**src/rtl/aud_pkg.sv**
```systemverilog
// Shared types and constants for the audio recorder and player datapaths.
// Both sides agree on the sample width, the SRAM address width and the state set.
package aud_pkg;

  localparam int ADDR_W = 20;
  localparam int DATA_W = 16;
  localparam logic [ADDR_W-1:0] ADDR_MAX = {ADDR_W{1'b1}};

  typedef enum logic [2:0] {
    S_IDLE  = 3'd0,
    S_WAIT  = 3'd1,
    S_REC   = 3'd2,
    S_SAVE  = 3'd3,
    S_PAUSE = 3'd4
  } aud_state_e;

  // A left half-frame begins where LRC drops from high to low.
  function automatic logic lrc_fall(input logic prev, input logic cur);
    return prev & ~cur;
  endfunction

endpackage

```
**src/rtl/i2s_shift_rx.sv**
```systemverilog
// Serial-to-parallel receiver for one 16-bit I2S channel word, MSB first.
// done_o fires on the edge that samples the LSB; word_o is the complete word at that edge.
module i2s_shift_rx
  import aud_pkg::*;
(
  input  logic              clk_i,
  input  logic              rst_n_i,
  input  logic              en_i,
  input  logic              clr_i,
  input  logic              bit_i,
  output logic              done_o,
  output logic [DATA_W-1:0] word_o
);

  logic [DATA_W-2:0] sr_q;
  logic [3:0]        cnt_q;

  always_ff @(posedge clk_i or negedge rst_n_i) begin
    if (!rst_n_i) begin
      sr_q  <= {(DATA_W-1){1'b0}};
      cnt_q <= 4'd0;
    end else if (clr_i) begin
      cnt_q <= 4'd0;
    end else if (en_i) begin
      sr_q  <= {sr_q[DATA_W-3:0], bit_i};
      cnt_q <= cnt_q + 4'd1;
    end
  end

  // The LSB is not stored: it goes straight into the word on the final edge.
  assign done_o = en_i & (cnt_q == 4'd15);
  assign word_o = {sr_q, bit_i};

endmodule

```
**src/rtl/aud_recorder.sv**
```systemverilog
// Records left-channel samples from an I2S codec ADC into SRAM, one word per frame.
// Controlled by start/pause/stop pulses; stops with a sticky full flag at the last address.
module aud_recorder
  import aud_pkg::*;
#(
  parameter int ADDR_BITS = ADDR_W
) (
  input  logic                 i_bclk,
  input  logic                 i_rst_n,
  input  logic                 i_lrc,
  input  logic                 i_adcdat,
  input  logic                 i_start,
  input  logic                 i_pause,
  input  logic                 i_stop,
  output logic [ADDR_BITS-1:0] o_address,
  output logic [DATA_W-1:0]    o_data,
  output logic                 o_write,
  output logic                 o_busy,
  output logic                 o_full
);

  localparam logic [ADDR_BITS-1:0] ADDR_LAST = {ADDR_BITS{1'b1}};
  localparam logic [ADDR_BITS-1:0] ADDR_ONE  = {{(ADDR_BITS-1){1'b0}}, 1'b1};

  aud_state_e           state_q;
  logic [ADDR_BITS-1:0] addr_q;
  logic [DATA_W-1:0]    data_q;
  logic                 write_q;
  logic                 full_q;
  logic                 pause_q;
  logic                 prev_lrc_q;

  logic                 stop_s;
  logic                 pause_s;
  logic                 start_s;
  logic                 fall_s;
  logic                 shift_en_s;
  logic                 done_s;
  logic [DATA_W-1:0]    word_s;

  // Only the highest-priority pulse of a simultaneous set takes effect.
  assign stop_s     = i_stop;
  assign pause_s    = i_pause & ~i_stop;
  assign start_s    = i_start & ~i_stop & ~i_pause;
  assign fall_s     = lrc_fall(prev_lrc_q, i_lrc);
  assign shift_en_s = (state_q == S_REC);

  i2s_shift_rx u_rx (
    .clk_i   (i_bclk),
    .rst_n_i (i_rst_n),
    .en_i    (shift_en_s),
    .clr_i   (~shift_en_s),
    .bit_i   (i_adcdat),
    .done_o  (done_s),
    .word_o  (word_s)
  );

  always_ff @(posedge i_bclk or negedge i_rst_n) begin
    if (!i_rst_n) begin
      state_q    <= S_IDLE;
      addr_q     <= {ADDR_BITS{1'b0}};
      data_q     <= {DATA_W{1'b0}};
      write_q    <= 1'b0;
      full_q     <= 1'b0;
      pause_q    <= 1'b0;
      prev_lrc_q <= 1'b0;
    end else begin
      prev_lrc_q <= i_lrc;
      write_q    <= 1'b0;
      case (state_q)
        S_IDLE: begin
          if (start_s) begin
            addr_q  <= {ADDR_BITS{1'b0}};
            full_q  <= 1'b0;
            pause_q <= 1'b0;
            state_q <= S_WAIT;
          end
        end
        S_WAIT: begin
          if (stop_s) begin
            pause_q <= 1'b0;
            state_q <= S_IDLE;
          end else begin
            if (pause_s) begin
              pause_q <= 1'b1;
            end
            if (fall_s) begin
              state_q <= S_REC;
            end
          end
        end
        S_REC: begin
          // A stop abandons the partial word, even on its final bit.
          if (stop_s) begin
            pause_q <= 1'b0;
            state_q <= S_IDLE;
          end else begin
            if (pause_s) begin
              pause_q <= 1'b1;
            end
            if (done_s) begin
              data_q  <= word_s;
              write_q <= 1'b1;
              state_q <= S_SAVE;
            end
          end
        end
        S_SAVE: begin
          if (addr_q == ADDR_LAST) begin
            full_q  <= 1'b1;
            pause_q <= 1'b0;
            state_q <= S_IDLE;
          end else begin
            addr_q <= addr_q + ADDR_ONE;
            if (stop_s) begin
              pause_q <= 1'b0;
              state_q <= S_IDLE;
            end else if (pause_q | pause_s) begin
              pause_q <= 1'b0;
              state_q <= S_PAUSE;
            end else begin
              state_q <= S_WAIT;
            end
          end
        end
        S_PAUSE: begin
          if (stop_s) begin
            state_q <= S_IDLE;
          end else if (start_s) begin
            state_q <= S_WAIT;
          end
        end
        default: begin
          pause_q <= 1'b0;
          state_q <= S_IDLE;
        end
      endcase
    end
  end

  assign o_address = addr_q;
  assign o_data    = data_q;
  assign o_write   = write_q;
  assign o_full    = full_q;
  assign o_busy    = (state_q != S_IDLE);

endmodule

```
**config.mk**
```make
export PLATFORM = sky130hd
export DESIGN_NAME = aud_recorder
export DESIGN_NICKNAME = d
export VERILOG_FILES = /design/src/rtl/aud_pkg.sv /design/src/rtl/i2s_shift_rx.sv /design/src/rtl/aud_recorder.sv
export SDC_FILE = /design/constraint.sdc
export NUM_CORES = 1
export LEC_CHECK = 0
export BUFFER_PORTS_ARGS = -buffer_cell sky130_fd_sc_hd__buf_4
export CAP_MARGIN = 20
export CORE_MARGIN = 1.5
export CORE_UTILIZATION = 56
export DETAILED_ROUTE_END_ITERATION = 6
export PLACE_DENSITY = 0.86
export SETUP_SLACK_MARGIN = 0.2
export SLEW_MARGIN = 20
export SYNTH_ARGS = -nofsm -noshare
export SYNTH_HDL_FRONTEND = slang
export SYNTH_HIERARCHICAL = 1
export SYNTH_SLANG_ARGS = --single-unit
```
**constraint.sdc**
```tcl
create_clock -name i_bclk -period 2.3 [get_ports i_bclk]
set_input_delay 0.115 -clock i_bclk [delete_from_list [all_inputs] [get_ports i_bclk]]
set_output_delay 0.115 -clock i_bclk [all_outputs]
set_load 0.01 [all_outputs]
```
==> impl_metrics.tcl <==
set metrics [dict create \
    setup.worst_path.end_class "flop" \
    cts_buffer_depth 2 \
    synthAdderAreaFrac 0.00823 \
    hold_class "in2reg" \
    layout_common_cells "dfrtp_1 (62), buf_4 (51), a21oi_1 (14), mux2_2 (13), nand2_1 (11)" \
    finalInstanceArea_mm2 0.00365 \
    synth_top_area_share 0.510 \
    synthSimpleGateAreaFrac 0.179 \
    leakage_nw 1.80 \
    die_w_um 76.7 \
    required_ns 2.56 \
    maxCapViolCount 0 \
    track_usage 0.226 \
    grtUsageMet3 0.0667 \
    drive_gt1_frac 0.321 \
    finalWorstSetupSlack_ns 0.329 \
    muxShareOfSynthArea 0.157 \
    fin_nets 312 \
    skew_ns 0.0103 \
    synth.largest_area_cell "dfrtp_1" \
    overflow 0 \
    totalNegativeSetupSlack_ns 0 \
    syn_area_per_cell_um2 12.1 \
    synthArstFlopShare 1.00 \
    met1_usage 0.286 \
    clk_latency_ns 0.33 \
    coreArea_mm2 0.00517 \
    grt_max_degree 63 \
    busiest_layer "met2" \
    ys_types 54 \
    worst_pin_slew_ns 0.770 \
    post_dp_cell_area_mm2 0.00337 \
    yosysSeqAreaShare 0.510 \
    period_needed_ns 1.97 \
    start_util 0.588 \
    synth_edf_count 0 \
    max_freq_mhz 507 \
    vias 2235 \
    cts.htree.levels 3 \
    cts-root-buf "clkbuf_8" \
    power.density_mw_per_mm2 621 \
    grt_antenna_before_repair 0 \
    dieArea_mm2 0.00588 \
    ios 46 \
    cts_sinks 62 \
    crit_type "reg2reg" \
    core.rowCount 26 \
    final-instance-count-excl-fill 378 \
    outcome "finished clean" \
    synthFlopType "dfrtp_1" \
    p_total_mw 2.27 \
    yosysWarnings 6 \
    synth_area_mm2 0.00304 \
    die_h_um 76.7 \
    tritoncts "built" \
    routed_via_density 5.91 \
    port_buffers 45 \
    arrival_ns 2.23 \
    syn_nets 260 \
    cp_max_fo 14 \
    max_slew_margin 0.487 \
    drcViolationCount 0 \
    dp_hpwl_um 4090 \
    synthXorXnorAreaFrac 0.00288 \
    finalSetupViolations 0 \
    synth-compound-area-share 0.0975 \
    critPathLaunchType "flop" \
    dp_slack_ns 0.202 \
    ys_seq_elements 62 \
    final_common_cell "dfrtp_1" \
    timing.hold.ws_ns 0.0176 \
    fin_crit_sh 0.857 \
    drtAntennaViolNets 0 \
    drt_iter0_markers 229 \
    hold_viol_final 0 \
    synthTopCellsByArea "dfrtp_1 (51%), mux2_4 (4.9%), mux2_2 (4.8%), mux2_1 (3.3%), mux2i_1 (2.6%)" \
    grt_first_pass_wirelength_um 10400 \
    first_global_vias 2213 \
    clkTransAtPathRegs_ns 0.07 \
    ir_drop_mv 0.457 \
    n_fill_cell 367 \
    syn2layout_area_growth_pct 20.0 \
    numCtsBuffers 9 \
    synth_top_family_by_area "simple AND/OR/NAND/NOR gates" \
    avgRoutedWirePerCell_um 16.2 \
    diodes 0 \
    finalWirelength_um 6140 \
    grt_setup_unrepaired "no" \
    slew_viol_final 0 \
    dp_cells 356 \
    gp_congestion 0.810 \
    met2_usage 0.363 \
    dr.pass1.iters 4 \
    netlist_instances 251 \
    utilization 0.706 \
]
## repair_timing
item,CTS,global route
gates resized for setup,0,1
hold buffers,3,0
setup buffers,0,3
hold endpoints to repair,64,0
endpoints found under the setup margin,9,31
## logic make-up after synthesis
logic type      after synthesis
flops                        62
mux                          40
compound gates               45
xor+xnor                      1
simple gates                 82
buf+inv                      19
fa+ha+maj                     2
## worst max-delay path, cell delays in order (launching register included)
cell and delay, ns:
dfrtp_1 0.44, ha_1 0.29, and3_1 0.26, and4_4 0.26, or4_1 0.48, a21oi_1 0.17
## synthesized netlist by cell type, drive strengths merged (3+ instances only)
cell,n
and4,7
buf,13
inv,6
o31ai,8
dfrtp,62
nand2,11
nand3,6
nand4,10
nor2b,3
a21oi,14
nand2b,7
o21a,3
nand3b,4
nor3,3
or3,5
mux2,32
a211oi,3
o21ai,5
or4,5
mux2i,8
nor2,10
nor4,3
## final cells by class
cell class | instances | area [µm²] | share of cell area
Inverter | 6 | 22.5 | 0.00617
Clock buffer | 12 | 145 | 0.0398
Tap cell | 70 | 87.6 | 0.0240
Timing Repair Buffer | 54 | 413 | 0.113
Clock inverter | 4 | 70.1 | 0.0192
Multi-Input combinational cell | 170 | 1360 | 0.373
Sequential cell | 62 | 1550 | 0.425
## metal layers
| layer | wire, µm | part of all wire |
|---|---|---|
| met5 | 0 | 0 |
| met4 | 85 | 0.014 |
| met3 | 338 | 0.055 |
| met2 | 3070 | 0.50 |
| met1 | 2640 | 0.43 |
## flip-flops by register name (all words and copies together), names as in the netlist
name and count:
pause_q 1, o_write 1, o_full 1, u_rx/sr_q 15, prev_lrc_q 1, state_q 3, o_data 16, u_rx/cnt_q 4
o_address 20
## worst paths after layout
path / from / endpoint / slack (ns) / cells past startpoint
setup / recovery: o_address[0]$_DFFE_PN0P_ / o_address[13]$_DFFE_PN0P_ / 0.33 / 5
hold / removal: i_adcdat / o_data[0]$_DFFE_PN0P_ / 0.02 / 2
setup reg to reg: o_address[0]$_DFFE_PN0P_ / o_address[13]$_DFFE_PN0P_ / 0.33 / 5
hold reg to reg: o_data[3]$_DFFE_PN0P_ / o_data[3]$_DFFE_PN0P_ / 0.50 / 1
max in group asynchronous: i_rst_n / u_rx/sr_q[8]$_DFFE_PN0P_ / 1.39 / 2
min in group asynchronous: i_rst_n / o_address[19]$_DFFE_PN0P_ / 0.39 / 2
## power by group
group          internal (mW)  leakage, nW  switching, mW
Sequential              1.10        0.863         0.0141
Combinational         0.0449        0.831         0.0602
Clock                  0.637        0.110          0.409
Total                   1.78         1.80          0.483
No activity file was read; power rests on OpenSTA's default activity.
